## src/rtl/period_detector.sv

```systemverilog
`default_nettype none
// ============================================================================
// Module   : period_detector
// Purpose  : Measures waveform period (in samples) between rising crossings of
//            a signed sample stream, with hysteresis and a no-crossing timeout.
// Revision : 1.0 - initial release
// ============================================================================
module period_detector #(
    parameter int width_p        = 12,
    parameter int max_period_p   = 1024,
    parameter int hyst_p         = 0,
    parameter int period_width_p = $clog2(max_period_p + 1)
) (
    input  logic                        clk_i,
    input  logic                        reset_i,
    input  logic                        valid_i,
    input  logic signed [width_p-1:0]   data_i,
    output logic                        ready_o,
    output logic [period_width_p-1:0]   period_o,
    output logic                        valid_o,
    input  logic                        ready_i,
    output logic                        timeout_o
);

    localparam logic signed [width_p:0]        c_hyst_pos  = (width_p + 1)'(hyst_p);
    localparam logic signed [width_p:0]        c_hyst_neg  = -c_hyst_pos;
    localparam logic [period_width_p-1:0]      c_max_count = period_width_p'(max_period_p);
    localparam logic [period_width_p-1:0]      c_one       = period_width_p'(1);

    typedef enum logic [1:0] {
        ST_IDLE    = 2'd0,
        ST_ARMED   = 2'd1,
        ST_MEASURE = 2'd2
    } state_t;

    state_t                      r_state;
    state_t                      w_state_next;
    logic [period_width_p-1:0]   r_count;
    logic [period_width_p-1:0]   w_count_next;
    logic                        r_level_high;
    logic                        w_level_high_next;
    logic [period_width_p-1:0]   r_period;
    logic                        r_valid;
    logic                        r_timeout;
    logic                        w_load;
    logic                        w_timeout_next;
    logic                        w_accept;
    logic                        w_high;
    logic                        w_low;
    logic                        w_rise;
    logic signed [width_p:0]     w_data_ext;

    assign ready_o   = !r_valid | ready_i;
    assign valid_o   = r_valid;
    assign period_o  = r_period;
    assign timeout_o = r_timeout;

    assign w_accept   = valid_i & ready_o;
    assign w_data_ext = {data_i[width_p-1], data_i};
    assign w_high     = (w_data_ext > c_hyst_pos);
    assign w_low      = (w_data_ext < c_hyst_neg);
    // Level is only meaningful outside IDLE; IDLE itself encodes "unknown".
    assign w_rise     = w_high & !r_level_high;

    always_comb begin
        w_state_next      = r_state;
        w_count_next      = r_count;
        w_level_high_next = r_level_high;
        w_load            = 1'b0;
        w_timeout_next    = 1'b0;
        if (w_accept) begin
            case (r_state)
                ST_IDLE: begin
                    if (w_low) begin
                        w_state_next      = ST_ARMED;
                        w_level_high_next = 1'b0;
                    end
                end
                ST_ARMED: begin
                    if (w_rise) begin
                        w_state_next      = ST_MEASURE;
                        w_count_next      = c_one;
                        w_level_high_next = 1'b1;
                    end
                end
                ST_MEASURE: begin
                    if (w_rise) begin
                        w_load            = 1'b1;
                        w_count_next      = c_one;
                        w_level_high_next = 1'b1;
                    end else if (r_count == c_max_count) begin
                        w_timeout_next    = 1'b1;
                        w_count_next      = '0;
                        w_state_next      = ST_IDLE;
                    end else begin
                        w_count_next = r_count + c_one;
                        if (w_low) begin
                            w_level_high_next = 1'b0;
                        end
                    end
                end
                default: begin
                    w_state_next = ST_IDLE;
                end
            endcase
        end
    end

    always_ff @(posedge clk_i) begin
        if (reset_i) begin
            r_state      <= ST_IDLE;
            r_count      <= '0;
            r_level_high <= 1'b0;
            r_period     <= '0;
            r_valid      <= 1'b0;
            r_timeout    <= 1'b0;
        end else begin
            r_state      <= w_state_next;
            r_count      <= w_count_next;
            r_level_high <= w_level_high_next;
            r_timeout    <= w_timeout_next;
            // A freshly loaded result wins over a same-cycle consume.
            if (w_load) begin
                r_period <= r_count;
                r_valid  <= 1'b1;
            end else if (ready_i) begin
                r_valid  <= 1'b0;
            end
        end
    end

endmodule
`default_nettype wire

```

## config.mk

```make
export PLATFORM = sky130hd
export DESIGN_NAME = period_detector
export DESIGN_NICKNAME = d
export VERILOG_FILES = /design/src/rtl/period_detector.sv
export SDC_FILE = /design/constraint.sdc
export NUM_CORES = 1
export LEC_CHECK = 0
export ABC_AREA = 1
export CORE_ASPECT_RATIO = 1.75
export CORE_UTILIZATION = 30
export CTS_CLUSTER_DIAMETER = 50
export CTS_CLUSTER_SIZE = 24
export DETAILED_ROUTE_END_ITERATION = 12
export PLACE_DENSITY = 0.49
export SLEW_MARGIN = 20
export SYNTH_ARGS = -nofsm -noshare
export SYNTH_HDL_FRONTEND = slang
export SYNTH_SLANG_ARGS = --single-unit
export TNS_END_PERCENT = 30
```

## constraint.sdc

```tcl
create_clock -name clk_i -period 1.66 [get_ports clk_i]
set_input_delay 0.498 -clock clk_i [delete_from_list [all_inputs] [get_ports clk_i]]
set_output_delay 0.498 -clock clk_i [all_outputs]
set_load 0.02 [all_outputs]
```

After elaboration in Yosys (flattened, before gate mapping)
Index checks and enable logic that the tools add are counted.
{ "totals": {"ff_bits": 27, "inputBits": 16, "output_inout_bits": 14, "word_cells": 52} }
{ "op_classes": {"add_sub_neg": 1, "n_lt_le_gt_ge": 2, "n_eq_ne": 8, "n_mux": 20, "n_bitwise": 5, "reduce_logical": 10} }
{ "ops": {"columns": ["op", "n"], "rows": [
  ["2-to-1 mux 11 bit", 3],
  ["case mux 11 bit (2 select lines)", 1],
  ["> comparator 12 x 1 -> 1 bit, second input constant", 1],
  ["less-than comparator 12 x 1 -> 1 bit, second input constant", 1],
  ["adder 11 x 1 -> 11 bit, second input constant", 1],
  ["equality test 11 bit, second input constant", 1],
  ["2-to-1 mux 1 bit", 10],
  ["2-to-1 mux 2 bit", 4],
  ["inequality test 2 bit, second input constant", 4],
  ["case mux 2 bit (3 select lines)", 1],
  ["AND reduction 5 bit", 1],
  ["AND reduction 4 bit", 1],
  ["nonzero test 2 bit", 2],
  ["OR reduction 4 bit", 1],
  ["inequality test 3 bit, second input constant", 1],
  ["case mux 1 bit (3 select lines)", 1],
  ["AND reduction 3 bit", 1],
  ["nonzero test 3 bit", 1],
  ["bitwise AND 1 bit", 2],
  ["equality test 2 x 1 -> 1 bit, second input constant", 1],
  ["equality test 2 bit, second input constant", 1],
  ["logical NOT 1 bit", 2],
  ["logical NOT 2 bit", 1],
  ["NOT 1 bit", 2],
  ["bitwise OR 1 bit", 1]
]} }

Logic depth before layout (Yosys ltp)
Gate-level depths: netlist of run 1.
{ "logic_depth": {"word_depth": 6, "ltp_mapped": 12} }

Worst setup path before layout of run 1
Ideal clock, no wire load.
{ "synth_timing": {"kind": "input -> register", "startpoint": "input port ready_i", "endpoint": "register r_level_high", "arrival_ns": 1.500, "t_required_ns": 1.547, "slack_ns": 0.047, "path_stages": 10, "path_buffers": 1, "path_cell_list": "inv_1 -> nand2_1 -> nand2_1 -> inv_1 -> buf_2 -> nand2_1 -> nor2_1 -> nand2_1 -> nand2_1 -> nor2_1"} }
{ "synth_via": {"elab_chain_cells": 3} }
{ "synth_lines": {"columns": ["element", "line_no", "text"], "rows": [
  ["from (decl)", "21", "input logic ready_i,"],
  ["bitwise OR 1 bit", "53", "assign ready_o = !r_valid | ready_i;"],
  ["via ready_o", "18", "output logic ready_o,"],
  ["bitwise AND 1 bit", "58", "assign w_accept = valid_i & ready_o;"],
  ["AND reduction 4 bit (no source line)", null, null],
  ["to (signal assigned)", "120", "r_level_high <= w_level_high_next;"],
  ["to (decl)", "40", "logic r_level_high;"]
]} }
The timed path passes the listed nets, and every way through them passes these cells.
A chain may end at the register's enable or synchronous reset.

Worst setup path in the final report of run 1
{ "layout_timing": {"startpoint": "input port data_i[6]", "endpoint": "register r_period[7], in the netlist period_o[7]"} }
{ "layout_via": {"elab_chain_cells": 5} }
{ "layout_lines": {"columns": ["element", "line_no", "text"], "rows": [
  ["from (decl)", "17", "input logic signed [width_p-1:0] data_i,"],
  ["> comparator 12 x 1 -> 1 bit", "60", "assign w_high = (w_data_ext > c_hyst_pos);"],
  ["bitwise AND 1 bit", "63", "assign w_rise = w_high & !r_level_high;"],
  ["2-to-1 mux 1 bit", "87", "if (w_rise) begin"],
  ["2-to-1 mux 1 bit", "72", "case (r_state)"],
  ["2-to-1 mux 1 bit", "71", "if (w_accept) begin"],
  ["to (signal assigned)", "124", "r_period <= r_count;"],
  ["to (decl)", "42", "logic [period_width_p-1:0] r_period;"]
]} }
No other way between the ends.

==> impl_metrics.toml, run 1 <==
[run_status]
status = "finished, final reports clean"

[logic_synthesis]
synth_cell_types = 22
netlist_instances = 226
yosys.area.top_type = "dfxtp_1"
synth.area.top_cells = "dfxtp_1 (36%), nand2_1 (12%), nor2_1 (9.2%)"
yosysSeqAreaShare_pct = 35.7
ys_warn_count = 0
yosysTopAreaCellShare_pct = 35.7
synth_top_family_by_area = "simple AND/OR/NAND/NOR gates"
synthMuxAreaShare_pct = 0
netlist_area_um2 = 1510
synthXorXnorAreaFrac_pct = 2.89
synth-compound-area-share_pct = 11.3
synth-simple-area-share_pct = 35.8
synth_nets = 248
synth_area_per_cell_um2 = 6.69
synthAdderAreaFrac_pct = 4.96
ys_seq_elements = 27

[routing]
post-route-drc-count = 0
dr_total_vias = 1569
wl_um = 4280
first_pass_iters = 4
drtIter0Drc = 17
routedWlPerCell_um = 13.1
viasPerCell = 4.80
route.antenna.remaining_nets = 0

[clock_network]
clock_path_buffers = 2
clk_pin_slew_worst_paths_ns = 0.09
clock_latency_ns = 0.28
h-tree-depth = 1
cts_buffers = 3
cts_tree = "yes"
cts.hold.buffers_added = 0
clkSinkCount = 27
clockRootBuffer = "clkbuf_8"

[layout]
final_common_cell = "nand2_1"
nFillCells = 504
final_core_util_pct = 46.2
fin_nets = 298
area_growth_pct = 45.2
antennaDiodeCount = 0
multi_input_area_um2 = 936
most-common-layout-cells = "nand2_1 (44), nor2_1 (29), dfxtp_1 (25)"
drive_gt1_share_pct = 21.1
regArea_um2 = 543

[global_routing]
use_met3_pct = 1.34
grt_max_degree = 21
gr-max-usage-layer = "met2"
grtUsageMet2_pct = 32.4
grt_first_pass_wirelength_um = 6750
antenna_found_initial = 0
met1_usage_pct = 17.4
track_usage_pct = 16.3
gr-total-overflow = 0
grt_pass1_vias = 1506

[critical_path]
path_cells = "dlygate4sd2_1 -> nor2_1 -> and2_4 -> nand2_4 -> nand4_1 -> nor2_4 -> clkbuf_16 -> o21ai_0 -> a21oi_1"
critPathMaxFanout = 5
startpoint_type = "input port"
critPathMaxStageDelay_ns = 0.27
crit_path_top_delay_cell = "nor2_4"
cp.arrival_ns = 1.80
worst_setup_path_end_kind = "flop"
required_ns = 1.87
crit_type = "in -> reg"

[sta]
finalCriticalPeriod_ns = 1.59
setup_tns_ns = 0
setup_violations = 0
maxSlewHeadroom_pct = 69.5
period_share_pct = 95.7
grt_setup_unrepaired = "yes"
drv_slew = 0
max_freq_ghz = 0.629
skew_ns = 0.00334
worstMarginPinSlew_ns = 0.458
hold_viol = 0

[power]
p_per_area_nw_per_um2 = 747
ir_drop_mv = 0.804
cellLeakagePower_uw = 0.00104
power_uw = 1640

[run]
cap_violations = 0

[floorplanning]
pin_count = 30
die_w_um = 55.7
rows = 33
die_area_um2 = 5340
core_area_um2 = 4750
start_util_pct = 31.9
die_y_um = 95.9

[place]
port-buffer-count = 29
gp_congestion = 0.788
dp_hpwl_um = 3200

[min_path]
hold_class = "reg -> reg"
[cell usage after synthesis (all sizes together)]
library cell	count
o21ai	16
nor3b	1
nand2	51
dfxtp	27
a21oi	16
xnor2	1
nand3	19
nor2	38
clkbuf	4
buf	3
inv	27
xor2	4
nor3	7
and2	1
nand4	5
ha	6
[logic make-up after synthesis]
logic type	Yosys count
and+or+nand+nor	122
buffers and inverters	34
AOI/OAI and AO/OA	32
DFF	27
adders and majority gates	6
xor gates and xnor gates	5
[sequential cells by signal, indices dropped and copies added, names as in the netlist]
signal and count:
period_o 11, r_state 2, timeout_o 1, r_count 11
r_level_high 1, valid_o 1
[where the power goes]
group          internal, uW  switching (uW)
sequential              691            33.4
combinational           229             302
clock                   172             213
[per-layer routing]
metal | up-vias | share of wire (%)
met4 | 0 | 1.4
met1 | 718 | 39
li1 | 818 | -
met2 | 29 | 57
met3 | 4 | 2.6
met5 | - | 0
[layout make-up]
class / instances / share of cell area, %
inverters: 27 / 4.62
multi-input cells: 165 / 42.6
repair buffers: 52 / 23.0
flip-flops and latches: 27 / 24.7
clock buffers: 4 / 2.05
well taps: 52 / 2.96
[worst max-delay path: cells and delay by family]
kind	cells	cell delay (ns)
buffers and inverters	2	0.38
AOI/OAI and AO/OA	2	0.20
and+or+nand+nor	5	0.72
[path summary, 6_finish.rpt]
kind / slack [ns] / depth (start not counted) / end / from
min: 0.49 / 2 / r_count[8] / r_count[8]
max reg2reg: 0.12 / 10 / r_state[1] / r_count[1]
min reg2reg: 0.49 / 2 / r_count[8] / r_count[8]
max: 0.07 / 9 / period_o[7] / data_i[6]
[timing repair]
| action | 4_1_cts | 5_1_grt |
|---|---|---|
| gates resized for setup | 45 | 33 |
| pin swaps | 17 | 12 |
| gates cloned | 0 | 2 |
| setup endpoints to repair | 40 | 26 |
| buffers inserted | 2 | 1 |
[per-stage QoR]
step | cells | hold WS (ns) | cell area, um^2 | setup WS (ns)
2_1_floorplan | 226 | 0.456 | 1510 | 0.0469
3_3_place_gp | 318 | 0.470 | 1980 | -0.491
3_5_place_dp | 318 | 0.470 | 1980 | -0.495
4_1_cts | 324 | 0.485 | 2050 | -0.0311
5_1_grt | 327 | 0.521 | 2200 | -0.0182
6_report | 327 | 0.487 | 2200 | 0.0711
(Power assumes the default switching activity.)
==> run 2, diff against run 1 <==
CTS_CLUSTER_SIZE = 14   (was 24)
==> results of run 2 <==
Final layout, timing and power as in run 1 (identical DEF).
==> RTL change (settings of run 1) <==
Encoding of `state_t`: now one-hot (3 bits for 3 states).
--- a/src/rtl/period_detector.sv
+++ b/src/rtl/period_detector.sv
@@ -28,8 +28,8 @@
     localparam logic [period_width_p-1:0]      c_one       = period_width_p'(1);
 
-    typedef enum logic [1:0] {
-        ST_IDLE    = 2'd0,
-        ST_ARMED   = 2'd1,
-        ST_MEASURE = 2'd2
+    typedef enum logic [2:0] {
+        ST_IDLE    = 3'b001,
+        ST_ARMED   = 3'b010,
+        ST_MEASURE = 3'b100
     } state_t;
 
Function: same outputs for any inputs over 10 cycles, from zero or initial values and one cycle with reset_i high; not proved beyond that.
==> RTL change against run 1 <==
  * Die area grew 2.6%
  * Sequential cell count grew 1
  * Wire length down 2.5%
  * Setup slack improved by 0.0077 ns
  * Synthesized area is 2.6% higher
  * Hold slack better by 0.0051 ns
  * Non-clock buffer count increased by 2
  * Clock power up 12%
  * Final area increased by 5.5%
  * Global-route usage is 0.13 points lower
  * Total power down 12%
  * Utilization increased by 0.31 points
  * Critical path type unchanged
  * Critical endpoint is now r_count[5]$_SDFFE_PP0P_
  * Highest routed layer unchanged
==> RTL change: results (changes against run 1) <==
Timing:
- The clock skew is 0.00475 ns (+0.00141 ns).
- The transition at the pin with the smallest max-transition slack is 0.352 ns (-0.105 ns).

Logic synthesis:
- The post-synth net total is 243 (-2.0%).
- Sorting the synthesized cells by area gives the leading types as sky130_fd_sc_hd__dfxtp_1 (36%), sky130_fd_sc_hd__nand2_1 (12%), sky130_fd_sc_hd__nor2_1 (8.5%), sky130_fd_sc_hd__inv_1 (5.8%), sky130_fd_sc_hd__nand3_1 (4.8%).
- The sequential element share of the synthesized area is 36.1% (+0.37 points).
- By count the netlist is led by sky130_fd_sc_hd__nand2_1 (51), sky130_fd_sc_hd__nor2_1 (35), sky130_fd_sc_hd__dfxtp_1 (28).
- The number of distinct library cells after synthesis is 31 (+41%).

Cells and area:
- The utilization of the core after routing is 46.6% (+0.31 points).
- The final-stage net count is 296 (-0.67%).
- The number of fillers in the final layout came to 524 (+4.0%).
- The ratio of cells with drive above 1 in the final layout is 27.1% (+6.0 points).

Critical path:
- The biggest cell delay along the critical path is 0.44 ns (+0.17 ns).
- The largest fanout of any net on the critical path is 4 (-1).
- The kind of cell with the highest combined delay along the critical path is buffers and inverters.
- The worst-path cell with the longest stage delay is sky130_fd_sc_hd__clkdlybuf4s50_1.

Placed design:
- The pre-CTS setup slack is -0.498 ns (-0.00299 ns).
- The weighted congestion reported at the end of routability-driven placement was 0.826 (+4.7%).
- The half-perimeter wire length of the detailed placement result is 2960 um (-7.5%).
- The placement-stage cell area is 0.00202 sq mm (+2.0%).

Global route:
- The met1 usage came to 17.3% (-0.10 points).
- The met2 track utilization from global routing is 31.7% (-0.74 points).
- The pin count of the biggest net entering global routing is 18 (-14%).
- The global routing met3 resource utilization was 2.13% (+0.79 points).
- The wire length of the first global-routing pass is 7050 um (+4.5%).
- The total global routing track utilization was 16.1% (-0.13 points).

Power and ir drop:
- The static leakage came to 0.00102 uW (-2.2%).
- The worst-case vdd ir drop is 0.493 mV (-39%).
- The cell internal power dissipation is 1040 uW (-5.2%).

Route:
- The sum of routed wire length over all layers is 4170 um (-2.5%).
- The via total after detailed routing is 1618 (+3.1%).
- The number of DRC markers after the initial detailed-route iteration is 37 (+20).

Status:
- The run finished with clean final reports.

Clock network:
- Clock-pin slew was measured on the worst setup and hold paths at 0.10 ns.
## RTL change: path summary, 6_finish.rpt
check / start / end / slack [ns] / depth (start not counted)
worst max register to register: r_state[0]$_SDFFE_PP1P_ / period_o[7]$_SDFFE_PP0P_ / 0.13 / 7
worst min-delay path: r_level_high$_SDFFE_PP0P_ / r_level_high$_SDFFE_PP0P_ / 0.49 / 2
worst max-delay path: data_i[11] / r_count[5]$_SDFFE_PP0P_ / 0.08 / 7
worst min register to register: r_level_high$_SDFFE_PP0P_ / r_level_high$_SDFFE_PP0P_ / 0.49 / 2
## RTL change: metrics by stage
stage,instances,setup TNS (ns)
5_1_grt,331,-0.256
6_report,331,0
3_5_place_dp,319,-11.68
3_3_place_gp,319,-11.03
4_1_cts,328,-0.728
2_1_floorplan,225,0
## RTL change: cell type report
cell class,instances,share of cell area (%)
multi-input cells,165,43.3
well taps,54,2.92
repair buffers,54,22.9
inverters,26,4.21
clock buffers,4,2.38
flip-flops and latches,28,24.2
## RTL change: power groups by stage
stage | combinational, uW | clock [uW] | sequential (uW)
after global routing | 329 | 471 | 721
final | 298 | 431 | 717
after global placement | 259 | 0 | 731
after detailed placement | 259 | 0 | 733
after floorplan | 150 | 0 | 732
after CTS | 285 | 443 | 718
## RTL change: routing by layer
| metal | part of all wire (%) | wire [um] |
|---|---|---|
| met5 | 0 | 0 |
| met4 | 1.1 | 44 |
| met3 | 2.4 | 99 |
| met2 | 56 | 2340 |
| met1 | 40 | 1690 |
## RTL change: kinds of logic after synthesis
group	share of synthesized area (%)
buf+inv	9.75
compound gates	15.1
fa+ha+maj	1.61
xor+xnor	1.13
simple gates	36.3
flops	36.1
## RTL change: what timing repair did
action / in CTS / in global routing
resized for setup: 52 / 30
pin swaps: 16 / 12
setup endpoints to repair: 40 / 32
buffers inserted: 3 / 3
cloned: 2 / 1
## RTL change: worst min-delay path: cells and delay by family, from the launching register on
family           cells  cell delay (ns)
DFF                  1             0.32
and+or+nand+nor      2             0.14
